## src/rtl/data_mem_bhw.sv

```systemverilog
// data_mem_bhw: MEM-stage data memory, byte-addressed and little-endian.
// Supports byte/half/word loads with sign or zero extension and byte-enable stores.
// Misaligned accesses are suppressed and flagged for one cycle.
// After every reset the array clears itself one word per clock while o_busy is high.
// A registered debug port returns the raw word at i_dbg_addr on every edge.
//
// Handshake: there is no valid/ready pair. A request is i_mem_read or i_mem_write
// sampled high on a rising edge. It takes effect only when o_busy is low on that edge.
// A load result appears on o_data one edge later and holds until the next accepted load.
module data_mem_bhw #(
    parameter int B = 32,
    parameter int W = 5,
    localparam int L   = B / 8,
    localparam int OFF = $clog2(L)
) (
    input  logic             i_clk,
    input  logic             i_rst_n,
    input  logic             i_mem_read,
    input  logic             i_mem_write,
    input  logic [1:0]       i_size,
    input  logic             i_unsigned,
    input  logic [W+OFF-1:0] i_addr,
    input  logic [B-1:0]     i_data,
    input  logic [W-1:0]     i_dbg_addr,
    output logic [B-1:0]     o_data,
    output logic [B-1:0]     o_dbg_data,
    output logic             o_misaligned,
    output logic             o_busy
);

    typedef enum logic {ST_CLEAR = 1'b0, ST_IDLE = 1'b1} state_t;

    localparam logic [B-1:0] BYTE_MASK = B'(8'hFF);
    localparam logic [B-1:0] HALF_MASK = B'(16'hFFFF);

    state_t         state_q;
    state_t         state_d;
    logic [W-1:0]   clr_cnt_q;
    logic           busy;

    logic [B-1:0]   mem [2**W];

    logic           is_byte;
    logic           is_half;
    logic           is_word;
    logic [OFF-1:0] addr_off;
    logic [W-1:0]   widx;
    logic           misaligned;
    logic           access;
    logic           do_write;
    logic           do_read;
    logic [L-1:0]   byte_en;
    logic [OFF-1:0] lane;
    logic [B-1:0]   wdata;
    logic [B-1:0]   rd_word;
    logic [B-1:0]   shifted;
    logic           ext_bit;
    logic [B-1:0]   load_val;

    // State register: reset always restarts the clear sweep.
    always_ff @(posedge i_clk or negedge i_rst_n) begin
        if (!i_rst_n) begin
            state_q <= ST_CLEAR;
        end else begin
            state_q <= state_d;
        end
    end

    // Next state: leave CLEAR on the edge that clears the last word; IDLE is terminal.
    always_comb begin
        state_d = state_q;
        if (state_q == ST_CLEAR && clr_cnt_q == {W{1'b1}}) begin
            state_d = ST_IDLE;
        end
    end

    // FSM outputs: busy for the whole clear sweep.
    always_comb begin
        busy   = (state_q == ST_CLEAR);
        o_busy = busy;
    end

    // Clear counter: walks word 0 upward while clearing.
    always_ff @(posedge i_clk or negedge i_rst_n) begin
        if (!i_rst_n) begin
            clr_cnt_q <= '0;
        end else if (busy) begin
            clr_cnt_q <= clr_cnt_q + 1'b1;
        end
    end

    // Request decode: alignment, accept conditions, lane enables and replicated store data.
    always_comb begin
        is_byte    = (i_size == 2'b00);
        is_half    = (i_size == 2'b01);
        is_word    = i_size[1];
        addr_off   = i_addr[OFF-1:0];
        widx       = i_addr[W+OFF-1:OFF];
        misaligned = (is_half & addr_off[0]) | (is_word & (addr_off != '0));
        access     = ~busy & (i_mem_read | i_mem_write);
        // A write wins over a simultaneous read; the read is dropped.
        do_write   = ~busy & i_mem_write & ~misaligned;
        do_read    = ~busy & i_mem_read & ~i_mem_write & ~misaligned;
        byte_en    = '0;
        lane       = '0;
        for (int i = 0; i < L; i++) begin
            lane       = i[OFF-1:0];
            byte_en[i] = is_word
                       | (is_half & ((lane >> 1) == (addr_off >> 1)))
                       | (is_byte & (lane == addr_off));
        end
        if (is_word) begin
            wdata = i_data;
        end else if (is_half) begin
            wdata = {(L/2){i_data[15:0]}};
        end else begin
            wdata = {L{i_data[7:0]}};
        end
    end

    // Load path: aligned offsets let one byte shift serve both byte and half selects.
    always_comb begin
        rd_word = mem[widx];
        shifted = rd_word >> {addr_off, 3'b000};
        ext_bit = 1'b0;
        if (is_word) begin
            load_val = rd_word;
        end else if (is_half) begin
            ext_bit  = ~i_unsigned & shifted[15];
            load_val = ({B{ext_bit}} & ~HALF_MASK) | (shifted & HALF_MASK);
        end else begin
            ext_bit  = ~i_unsigned & shifted[7];
            load_val = ({B{ext_bit}} & ~BYTE_MASK) | (shifted & BYTE_MASK);
        end
    end

    // Array write: clear sweep while busy, otherwise byte-enabled stores.
    always_ff @(posedge i_clk) begin
        if (busy) begin
            mem[clr_cnt_q] <= '0;
        end else if (do_write) begin
            for (int i = 0; i < L; i++) begin
                if (byte_en[i]) begin
                    mem[widx][i*8 +: 8] <= wdata[i*8 +: 8];
                end
            end
        end
    end

    // Registered outputs: load result, read-first debug word, one-cycle misalign flag.
    always_ff @(posedge i_clk or negedge i_rst_n) begin
        if (!i_rst_n) begin
            o_data       <= '0;
            o_dbg_data   <= '0;
            o_misaligned <= 1'b0;
        end else begin
            o_dbg_data   <= mem[i_dbg_addr];
            o_misaligned <= access & misaligned;
            if (do_read) begin
                o_data <= load_val;
            end
        end
    end

endmodule
```

## config.mk

```make
export PLATFORM = sky130hd
export DESIGN_NAME = data_mem_bhw
export DESIGN_NICKNAME = d
export VERILOG_FILES = /design/src/rtl/data_mem_bhw.sv
export SDC_FILE = /design/constraint.sdc
export NUM_CORES = 1
export LEC_CHECK = 0
export BUFFER_PORTS_ARGS = -buffer_cell sky130_fd_sc_hd__buf_2
export CORE_UTILIZATION = 45
export DETAILED_ROUTE_END_ITERATION = 8
export SYNTH_ARGS = -nofsm -noshare
export SYNTH_HDL_FRONTEND = slang
export SYNTH_SLANG_ARGS = --single-unit
```

## constraint.sdc

```tcl
create_clock -name i_clk -period 5.5 [get_ports i_clk]
set_input_delay 0.55 -clock i_clk [delete_from_list [all_inputs] [get_ports i_clk]]
set_output_delay 0.55 -clock i_clk [all_outputs]
set_load 0.02 [all_outputs]
```

==> results.md <==
* Top post-synthesis cells by count: edfxtp_1 (1,024), mux4_2 (549), clkbuf_1 (147), nor3_1 (132), mux2i_1 (114)
* Post-synthesis sequential area ratio at 0.640
* Layout cells sized above 1 at 0.379
* Overall Global Routing Usage at 0.265
* Post-synth top area cell: edfxtp_1
* Synth Instances at 2,621
* Number of global-route vias before repair at 29,700
* Most common cell in the netlist: edfxtp_1
* Primary FF master, synth: edfxtp_1
* Die X at 338 um
* CTS root buf: clkbuf_16
* Placer Congestion at 0.886
* Async set-reset flop share out of synthesis at 0.0648
* Clock transition at the registers of the reported paths at 0.06 ns
* Worst-Margin Slew at 1.34 ns
* Final total power at 18.9 mW
* Post-layout util at 0.523
* Startpoint class of the critical path: input port
* Fin. Hold Viols at 0
* Post-Syn Nets at 2,674
* Critical Path Fanout Max at 93
* Final WL at 149,000 um
* DRC viols at 0
* First-pass GRT wire length at 215,000 um
* Yosys warns at 0
* Met2 Wirelength at 70,600 um
* Met3 Wirelength at 15,400 um
* DRT iter0 DRCs at 3,435
* Ports at 117
* H-tree depth at 3
* Crit end category: register
* Maximum clock insertion buffer count at 3
* Post-synthesis cell area at 0.0508 mm2
* GRT Residual Overflow at 0
* Post-synthesis sequential element count at 1,095
* Pwr Density at 325 mW/mm2
* Initial antenna violation count at 8
* TNS Setup at 0 ns
* Die Area at 0.114 mm2
* Chip height at 338 um
* Core box area at 0.111 mm2
* Fin crit share at 0.676
* Total CTS buffers at 114
* Met1 wire length at 58,000 um
* CTS Sinks at 1,095
* Minimum clock period at 3.72 ns
* CTS tree: yes
* Post-CTS Resized at 0
* Initial DRT Pass Iterations at 6
* Critical path class: in2reg
* Hold Slack at 0.298 ns
* Clock Skews at 0.0324 ns
* WP data arrival at 4.30 ns
* Ant diodes at 0
* Fin nets at 2,882
* Antenna Nets Post-Route at 0
* Hold_buf cts at 1
* RSZ-0062 raised after global routing: false
* Routed vias/inst at 6.57
* Fmax at 0.269 GHz
* # rows at 122
* DR top layer: met5
* Area Growth Syn to Fin at 14.5%
* DR WL/cell at 33.7 um
* Synth unique cells at 53
* Leak at 21.1 nW
* Hold/Removal Path Class: in2reg
* Post-synth EDFFs at 1,024
* Clk Latency, worst-skew pair at 0.70 ns
* VDD IR max at 0.000289 V
* Syn_area_per_cell at 19.4 um2
* Initial Util at 0.457
* Largest cells by area after synthesis: edfxtp_1 (61%), mux4_2 (24%), dfrtp_1 (3.5%), mux2i_1 (2.2%), nor3_1 (1.3%)
* Max-slew headroom at 0.107
* Post-CTS Setup Inserts at 0
* Post-DP HPWL at 99,300 um
* Vias at 29,000
* # setup viols final at 0
* Largest net degree at the start of global routing at 98
* Status: finished, final reports clean
* Final Slew Violations at 0
* Required time of the worst setup path at 6.08 ns
* Synth top area share at 0.605
* # port buffers at 116
* Maxcap violations at 0
[final timing paths]
check | from | endpoint | cells past startpoint | slack [ns]
setup / recovery | i_addr[3] | o_data[6] | 9 | 1.78
hold / removal | i_addr[1] | o_data[6] | 3 | 0.30
setup reg to reg | state_q | mem[19][19] | 5 | 2.02
hold reg to reg | o_data[19] | o_data[19] | 1 | 0.55
max in group asynchronous | i_rst_n | o_dbg_data[19] | 3 | 3.88
min in group asynchronous | i_rst_n | o_dbg_data[8] | 2 | 0.39
[report_power, final]
group / switching, mW / internal (mW)
Sequential: 0.0862 / 9.18
Combinational: 0.957 / 0.518
Clock: 3.24 / 4.92
[metal layers]
metal | up-vias | global-route usage
li1 | 11700 | -
met1 | 15600 | 0.363
met2 | 1456 | 0.414
met3 | 231 | 0.0739
met4 | 8 | 0.0798
met5 | - | 0
[through the flow]
| step | setup slack (ns) | std cells | area, um2 |
|---|---|---|---|
| after floorplan | 1.69 | 2621 | 50800 |
| after global placement | 1.16 | 4197 | 54100 |
| after detailed placement | 1.07 | 4197 | 54100 |
| after CTS | 1.82 | 4410 | 58100 |
| after global routing | 1.72 | 4413 | 58200 |
| final | 1.78 | 4413 | 58200 |
[kinds of logic after synthesis]
group                    share of synthesized area
buffers and inverters                       0.0188
adder cells (fa/ha/maj)                   0.000492
AO/OA/AOI/OAI                               0.0344
flip-flops                                   0.640
XOR/XNOR                                   0.00103
AND/OR/NAND/NOR                             0.0314
multiplexers                                 0.274
[flip-flops by register name (all words and copies together), names as in the netlist]
name / count
clr_cnt_q: 5
state_q: 1
o_misaligned: 1
o_data: 32
mem: 1024
o_dbg_data: 32
[worst max-delay path, stage by stage]
cell,delay [ns]
clkbuf_8,0.68
buf_4,0.65
nor2_1,0.08
buf_4,0.25
a221oi_1,0.33
o22ai_1,0.17
a221oi_1,0.79
a211oi_1,0.19
o41ai_1,0.34
[final cells by class]
class                      count  area, um2
fill                        8749      53100
sequential                  1095      32500
multi-input combinational   1297      17500
clock buffer                 156       3190
timing repair buffer         313       2290
tap                         1488       1860
clock inverter                56        769
inverter                       8       30.0
[cell usage in the layout (no fill, tap or decap), types with 7 or more instances in the layout]
cell	n
a211o_1	7
a211oi_1	7
a21oi_1	24
a21oi_2	9
a221o_1	10
a221oi_1	41
a22o_1	11
a22oi_1	35
a2bb2oi_1	7
and2_1	14
buf_12	13
buf_2	108
buf_4	184
bufinv_16	19
clkbuf_1	29
clkbuf_16	118
clkbuf_8	10
clkinv_1	13
clkinv_2	18
dfrtp_1	71
edfxtp_1	1024
mux2_2	36
mux2i_1	114
mux4_2	549
nand2_1	71
nor2_1	68
nor2_2	15
nor2b_1	8
nor3_1	132
o21ai_0	45
o22ai_1	27
(Power assumes the default switching activity.)
